**config.mk**
```make
export PLATFORM = sky130hd
export DESIGN_NAME = ama_riscv_mem_req_ctrl_flat
export DESIGN_NICKNAME = d
export VERILOG_FILES = /design/src/rtl/ama_riscv_mem_req_ctrl_pkg.sv /design/src/rtl/ama_riscv_rv_if.sv /design/src/rtl/ama_riscv_mem_req_timer.sv /design/src/rtl/ama_riscv_mem_req_ctrl.sv /design/src/flat_wrapper.sv
export SDC_FILE = /design/constraint.sdc
export NUM_CORES = 1
export LEC_CHECK = 0
export CAP_MARGIN = 20
export CORE_AREA = 5 5 228 230
export DETAILED_ROUTE_END_ITERATION = 10
export DIE_AREA = 0 0 233 235
export PLACE_DENSITY = 0.43
export REMOVE_ABC_BUFFERS = 1
export SLEW_MARGIN = 20
export SYNTH_ARGS = -nofsm -noshare
export SYNTH_HDL_FRONTEND = slang
export SYNTH_SLANG_ARGS = --single-unit
```
**constraint.sdc**
```tcl
create_clock -name clk -period 3.25 [get_ports clk]
set_clock_uncertainty 0.2 [all_clocks]
set_input_delay 0.65 -clock clk [delete_from_list [all_inputs] [get_ports clk]]
set_output_delay 0.65 -clock clk [all_outputs]
set_load 0.05 [all_outputs]
```
**src/rtl/ama_riscv_mem_req_ctrl_pkg.sv**
```systemverilog
// Shared defines for the data-cache memory request controller:
// bus widths, timeout default and the controller state type.
package ama_riscv_mem_req_ctrl_pkg;

  localparam int unsigned MEM_ADDR_BUS        = 32;
  localparam int unsigned MEM_DATA_BUS        = 128;
  localparam int unsigned MEM_TIMEOUT_CYC_DEF = 64;

  typedef enum logic [2:0] {
    IDLE,
    WB,
    RD,
    RD_WAIT,
    REFILL
  } mem_req_state_t;

endpackage

```
**src/rtl/ama_riscv_rv_if.sv**
```systemverilog
// Valid/ready channel interfaces used between the cache side and the line
// memory: rv_if carries a single data payload, rv_if_da carries addr + wdata.
interface rv_if #(
  parameter int unsigned W = 32
);
  logic         valid;
  logic         ready;
  logic [W-1:0] data;

  modport TX (output valid, output data, input ready);
  modport RX (input valid, input data, output ready);
endinterface

interface rv_if_da #(
  parameter int unsigned AW = 32,
  parameter int unsigned DW = 128
);
  logic          valid;
  logic          ready;
  logic [AW-1:0] addr;
  logic [DW-1:0] wdata;

  modport TX (output valid, output addr, output wdata, input ready);
  modport RX (input valid, input addr, input wdata, output ready);
endinterface

```
**src/rtl/ama_riscv_mem_req_timer.sv**
```systemverilog
// Read-response timeout counter. Counts cycles while run is high, returns to
// zero whenever run drops, saturates at CYC. expired flags the cycle in which
// the count would reach CYC, so the controller can leave on that same edge.
module ama_riscv_mem_req_timer #(
  parameter int unsigned CYC = 64
) (
  input  logic clk,
  input  logic rst,
  input  logic run,
  output logic expired
);

  localparam int unsigned CW = $clog2(CYC + 1);

  logic [CW-1:0] cnt;

  // Saturating cycle counter, cleared outside the waiting window
  always_ff @(posedge clk) begin
    if (rst || !run) cnt <= '0;
    else if (cnt != CW'(CYC)) cnt <= cnt + 1'b1;
  end

  assign expired = run && (cnt == CW'(CYC - 1));

endmodule

```
**src/rtl/ama_riscv_mem_req_ctrl.sv**
```systemverilog
// Line-level memory initiator between the data cache and the line memory.
// One miss at a time: optional dirty-victim writeback, then the line read,
// then a valid/ready refill back to the cache.
// Optional feature: AMA_RISCV_MEM_TIMEOUT_EN adds a read-response timeout
// with a sticky timeout_err flag (tied 0 when the macro is not defined).

`ifndef DFF_CI_RI_RVI
`define DFF_CI_RI_RVI(rv, d, q) always_ff @(posedge clk) begin if (rst) q <= rv; else q <= d; end
`endif
`ifndef DFF_CI_RI_RVI_EN
`define DFF_CI_RI_RVI_EN(rv, d, q, en) always_ff @(posedge clk) begin if (rst) q <= rv; else if (en) q <= d; end
`endif

module ama_riscv_mem_req_ctrl
  import ama_riscv_mem_req_ctrl_pkg::*;
#(
  parameter int unsigned MEM_TIMEOUT_CYC = MEM_TIMEOUT_CYC_DEF
) (
  input  logic                    clk,
  input  logic                    rst,
  input  logic                    miss_valid,
  output logic                    miss_ready,
  input  logic [MEM_ADDR_BUS-1:0] miss_addr,
  input  logic                    miss_wb,
  input  logic [MEM_ADDR_BUS-1:0] miss_wb_addr,
  input  logic [MEM_DATA_BUS-1:0] miss_wb_data,
  output logic                    refill_valid,
  input  logic                    refill_ready,
  output logic [MEM_DATA_BUS-1:0] refill_data,
  output logic [MEM_ADDR_BUS-1:0] refill_addr,
  rv_if.TX                        req_dmem_r,
  rv_if_da.TX                     req_dmem_w,
  rv_if.RX                        rsp_dmem,
  output logic                    timeout_err
);

  mem_req_state_t state, state_nx;

  logic                    miss_acc;
  logic                    rd_timeout;
  logic                    line_cap;
  logic [MEM_DATA_BUS-1:0] line_nx;
  logic [MEM_ADDR_BUS-1:0] miss_addr_q;
  logic [MEM_ADDR_BUS-1:0] wb_addr_q;
  logic [MEM_DATA_BUS-1:0] wb_data_q;

  // Next state and state-decoded handshake outputs; the dirty flag is consumed
  // at acceptance by choosing WB or RD, so the state itself remembers it
  always_comb begin
    state_nx         = state;
    miss_ready       = 1'b0;
    req_dmem_w.valid = 1'b0;
    req_dmem_r.valid = 1'b0;
    rsp_dmem.ready   = 1'b0;
    refill_valid     = 1'b0;
    case (state)
      IDLE: begin
        miss_ready = !rst;
        if (miss_valid) state_nx = miss_wb ? WB : RD;
      end
      WB: begin
        req_dmem_w.valid = 1'b1;
        if (req_dmem_w.ready) state_nx = RD;
      end
      RD: begin
        req_dmem_r.valid = 1'b1;
        if (req_dmem_r.ready) state_nx = RD_WAIT;
      end
      RD_WAIT: begin
        rsp_dmem.ready = 1'b1;
        if (rsp_dmem.valid || rd_timeout) state_nx = REFILL;
      end
      REFILL: begin
        refill_valid = 1'b1;
        if (refill_ready) state_nx = IDLE;
      end
      default: state_nx = IDLE;
    endcase
  end

  assign miss_acc = (state == IDLE) && miss_valid;
  assign line_cap = (state == RD_WAIT) && (rsp_dmem.valid || rd_timeout);
  assign line_nx  = rsp_dmem.valid ? rsp_dmem.data : '0;

  // State register
  `DFF_CI_RI_RVI(IDLE, state_nx, state)

  // Request fields captured at acceptance, stable until the refill leaves
  `DFF_CI_RI_RVI_EN('0, miss_addr, miss_addr_q, miss_acc)
  // Victim address captured at acceptance
  `DFF_CI_RI_RVI_EN('0, miss_wb_addr, wb_addr_q, miss_acc)
  // Victim data captured at acceptance
  `DFF_CI_RI_RVI_EN('0, miss_wb_data, wb_data_q, miss_acc)

  // Returned line (or zero on timeout) held for the cache during REFILL
  `DFF_CI_RI_RVI_EN('0, line_nx, refill_data, line_cap)

  assign req_dmem_r.data  = miss_addr_q;
  assign req_dmem_w.addr  = wb_addr_q;
  assign req_dmem_w.wdata = wb_data_q;
  assign refill_addr      = miss_addr_q;

`ifdef AMA_RISCV_MEM_TIMEOUT_EN
  logic timer_expired;

  ama_riscv_mem_req_timer #(
    .CYC (MEM_TIMEOUT_CYC)
  ) u_timer (
    .clk     (clk),
    .rst     (rst),
    .run     (state == RD_WAIT),
    .expired (timer_expired)
  );

  // A response arriving in the expiry cycle still wins over the timeout
  assign rd_timeout = timer_expired && !rsp_dmem.valid;

  // Sticky timeout flag, only cleared by reset
  `DFF_CI_RI_RVI_EN(1'b0, 1'b1, timeout_err, rd_timeout)
`else
  logic [$clog2(MEM_TIMEOUT_CYC + 1)-1:0] timer_unused;

  assign timer_unused = '0;
  assign rd_timeout   = 1'b0;
  assign timeout_err  = 1'b0;
`endif

endmodule
```
**src/flat_wrapper.sv**
```systemverilog
// flat-port wrapper written by rule: the top's interface ports become plain ports
module ama_riscv_mem_req_ctrl_flat import ama_riscv_mem_req_ctrl_pkg::*;
#(
  parameter int unsigned MEM_TIMEOUT_CYC = MEM_TIMEOUT_CYC_DEF
)
  (clk, rst, miss_valid, miss_ready, miss_addr, miss_wb, miss_wb_addr, miss_wb_data, refill_valid, refill_ready, refill_data, refill_addr, timeout_err, req_dmem_r_valid, req_dmem_r_data, req_dmem_r_ready, req_dmem_w_valid, req_dmem_w_addr, req_dmem_w_wdata, req_dmem_w_ready, rsp_dmem_valid, rsp_dmem_data, rsp_dmem_ready);
  rv_if req_dmem_r_i ();
  rv_if_da req_dmem_w_i ();
  rv_if rsp_dmem_i ();
  input  logic clk;
  input  logic rst;
  input  logic miss_valid;
  output logic miss_ready;
  input  logic [MEM_ADDR_BUS-1:0] miss_addr;
  input  logic miss_wb;
  input  logic [MEM_ADDR_BUS-1:0] miss_wb_addr;
  input  logic [MEM_DATA_BUS-1:0] miss_wb_data;
  output logic refill_valid;
  input  logic refill_ready;
  output logic [MEM_DATA_BUS-1:0] refill_data;
  output logic [MEM_ADDR_BUS-1:0] refill_addr;
  output logic timeout_err;
  output wire logic [$bits(req_dmem_r_i.valid)-1:0] req_dmem_r_valid;
  output wire logic [$bits(req_dmem_r_i.data)-1:0] req_dmem_r_data;
  input wire logic [$bits(req_dmem_r_i.ready)-1:0] req_dmem_r_ready;
  output wire logic [$bits(req_dmem_w_i.valid)-1:0] req_dmem_w_valid;
  output wire logic [$bits(req_dmem_w_i.addr)-1:0] req_dmem_w_addr;
  output wire logic [$bits(req_dmem_w_i.wdata)-1:0] req_dmem_w_wdata;
  input wire logic [$bits(req_dmem_w_i.ready)-1:0] req_dmem_w_ready;
  input wire logic [$bits(rsp_dmem_i.valid)-1:0] rsp_dmem_valid;
  input wire logic [$bits(rsp_dmem_i.data)-1:0] rsp_dmem_data;
  output wire logic [$bits(rsp_dmem_i.ready)-1:0] rsp_dmem_ready;
  assign req_dmem_r_valid = req_dmem_r_i.valid;
  assign req_dmem_r_data = req_dmem_r_i.data;
  assign req_dmem_r_i.ready = req_dmem_r_ready;
  assign req_dmem_w_valid = req_dmem_w_i.valid;
  assign req_dmem_w_addr = req_dmem_w_i.addr;
  assign req_dmem_w_wdata = req_dmem_w_i.wdata;
  assign req_dmem_w_i.ready = req_dmem_w_ready;
  assign rsp_dmem_i.valid = rsp_dmem_valid;
  assign rsp_dmem_i.data = rsp_dmem_data;
  assign rsp_dmem_ready = rsp_dmem_i.ready;
  ama_riscv_mem_req_ctrl #(.MEM_TIMEOUT_CYC(MEM_TIMEOUT_CYC)) u_core (.clk(clk), .rst(rst), .miss_valid(miss_valid), .miss_ready(miss_ready), .miss_addr(miss_addr), .miss_wb(miss_wb), .miss_wb_addr(miss_wb_addr), .miss_wb_data(miss_wb_data), .refill_valid(refill_valid), .refill_ready(refill_ready), .refill_data(refill_data), .refill_addr(refill_addr), .req_dmem_r(req_dmem_r_i), .req_dmem_w(req_dmem_w_i), .rsp_dmem(rsp_dmem_i), .timeout_err(timeout_err));
endmodule
```
==> impl_results.md <==
- Hold path start: u_core.req_dmem_w.wdata[90]$_SDFFE_PP0P_
- DR iter-0 viols: roughly 290
- Critical path peak fanout: 14
- Area after DPL: ~0.014 mm²
- Hold Path Stages: 2
- DRC viols: 0
- Syn_area_per_cell: around 8 µm²
- P&R area growth vs syn: 65.52%
- WL final: about 36 mm
- I/O pin count: 590
- GRT Util Overall: approximately an eighth
- Synth Warn #: 0
- Final hold vios: 0
- Total number of vias: 8518
- Met3 wire len: roughly 4 mm
- Critical path cell sequence: nor3b_1, clkdlybuf4s50_1
- Post-Place Setup Slack: approximately 0.55 ns
- Die H: roughly 240 µm
- Sum of negative setup slack: 0 ns
- Post-synthesis sequential element count: 227
- Drt pass-1 iters: 4
- Nets: 1785
- TritonCTS clock tree: built
- Clock transition at path regs: about 0.06 ns
- Met2 wire length: roughly 17 mm
- # fillers: approximately 5.4k
- PnR worst setup slack: between 0.1 and 0.15 ns
- CP Class: flop to output port
- Total global routing overflow: 0
- Row cnt: between 80 and 90
- Antenna cells: 0
- Clk sinks: 227
- RR Endpoint: u_core.refill_addr[13]$_SDFFE_PP0P_
- Clock Path Buffers: 3
- H-Tree Depth: 1
- Vias in the first global route: approximately 8.1k
- Starting Density: 17.89%
- First-pass GRT wire length: about 52 mm
- Maximum vdd drop: 0.3841 mV
- Hpwl dp: between 20 and 30 mm
- Area of the die: 0.05476 mm²
- Leak: 5.367 nW
- Routability congestion estimate: about 0.74
- PD cells: 618.1 mW/mm²
- RSZ-0062 raised after global routing: false
- Area share of the largest cell type after synthesis: 51.14%
- Slew Limit Fails: 0
- Clock latency on the worst-skew pair: 0.55 ns
- Fin crit share: a little over nine tenths
- Worst Setup End Kind: output port
- Fmax: 320.5 MHz
- Via density per instance: about 3.8
- Worst hold slack: around 0.25 ns
- Sequential share of the synthesized area: approximately half
- Reg2Reg Depth: 4
- Antenna-violating nets left: 0
- Most frequent cells in the layout: 489 x clkdlybuf4s50_1, 449 x nand2_1, 227 x dfxtp_1
- CP Launch Type: flop
- Highest routed layer: met5
- Post-DR wirelength/cell: 16.04 µm
- Largest area contributor in the netlist: dfxtp_1
- Minimum clock period: between 3 and 4 ns
- Chip Width: between 200 and 250 µm
- Synth top area cells: dfxtp_1 51%, nand2_1 19%, a21oi_1 13%
- Final setup viols: 0
- CTS buffer count: 29
- Crit path largest cell delay: 0.84 ns
- Core area: 0.04966 mm²
- Worst hold path endpoint: u_core.req_dmem_w.wdata[90]$_SDFFE_PP0P_
- Final instance area: about 0.015 mm²
- Largest net degree at the start of global routing: ~120
- Status: complete, no violations
- Most common cell after layout, fill and taps aside: clkdlybuf4s50_1
- FF-to-FF Start: u_core.state[0]$_SDFFE_PP0P_
- Synthesized instance count: between 1k and 1.5k
- M1 wire length: about 14 mm
- Post-CTS Hold Fix Bufs: 0
- Root buf cell: clkbuf_16
- Slew headroom: between 50% and 60%
- Slowest cell on the critical path: clkdlybuf4s50_1
- Antenna violations before repair: 2
- Synth cell types: 25
- Fraction of layout instances using a drive strength above 1: 3.621%
- Data required, critical path: about 2.4 ns
- Arr. time, crit path: around 2.3 ns
- Post-Syn Area: about 0.0089 mm²
- Buffers on Ports: slightly below 500
- Worst reg2reg setup slack: around 1.1 ns
- Maximum Capacitance Violations: 0
- Hold crit path type: flop to flop
- Worst-Margin Slew: 0.7416 ns
[logic make-up after synthesis]
logic type | after synthesis | synth area share, %
other cells | 1 | 0.04220
compound gates | 229 | 13.04
flops | 227 | 51.14
buf+inv | 206 | 15.29
simple gates | 464 | 20.25
mux | 2 | 0.2394
[repair_timing]
| item | in CTS | in global routing |
|---|---|---|
| setup buffers | 0 | 0 |
| resized for setup | 0 | 1 |
| endpoints found under the setup margin | 0 | 1 |
[area by class of cell]
cell class                 count  area, µm²  area share [%]
sequential                   227       4544           30.90
clock buffer                  47      863.3           5.870
multi-input combinational    792       3356           22.82
clock inverter                 5      32.53          0.2212
timing repair buffer         503       5071           34.48
tap                          672      840.8           5.717
[per-stage QoR]
stage	cells	util, %	power (mW)
CTS	2246	29.61	9.300
floorplan	1019	-	5.026
global placement	2194	27.81	6.137
global route	2246	29.62	9.537
detailed placement	2194	27.81	6.154
finish	2246	29.62	9.091
[worst max path at each step]
stage,from,end,cells past startpoint
detailed placement,miss_valid,u_core.refill_addr[13]$_SDFFE_PP0P_,5
finish,u_core.state[1]$_SDFFE_PP0P_,req_dmem_r_valid,2
floorplan,miss_valid,u_core.refill_addr[0]$_SDFFE_PP0P_,3
CTS,u_core.state[0]$_SDFFE_PP0P_,req_dmem_w_valid,2
global placement,miss_valid,u_core.req_dmem_w.wdata[1]$_SDFFE_PP0P_,5
global route,u_core.state[0]$_SDFFE_PP0P_,refill_valid,3
[registers in the layout, indices dropped and copies added, names as in the netlist]
signal / count
u_core.req_dmem_w.wdata: 128
u_core.refill_addr: 32
u_core.refill_data: 32
u_core.state: 3
u_core.req_dmem_w.addr: 32
[per-layer routing]
metal / vias up / global-route usage, %
met5: - / 0
met1: 3868 / 13.24
met4: 2 / 3.455
met3: 51 / 5.421
li1: 4229 / -
met2: 368 / 20.79
[report_power, final]
part	total, mW	internal (mW)	leakage (nW)	switching (mW)
sequential	3.18	3.03	1.86	0.152
combinational	2.87	0.916	3.07	1.95
clock	3.04	1.80	0.441	1.24
total	9.09	5.75	5.37	3.35
[worst max-delay path, delay by kind of cell, from the launching register on]
family | cells | cell delay, ns
buf+inv | 1 | 0.84
flops | 1 | 0.62
simple gates | 1 | 0.25
[cells in the mapped netlist]
library cell / number
buf_2: 27
or4b_1: 1
a22oi_1: 1
nand2b_1: 1
o21a_1: 1
dfxtp_1: 227
nor4_1: 1
nand3b_1: 1
a21oi_1: 225
buf_4: 147
conb_1: 1
clkbuf_1: 32
nor4b_2: 1
and3b_1: 1
nand4b_1: 1
nor3_1: 1
nor3b_1: 3
a21boi_0: 1
and4b_1: 1
mux2_2: 1
mux2i_1: 1
and2_1: 1
nand2_1: 449
nor2_1: 2
a32o_1: 1
(Power assumes the default switching activity.)
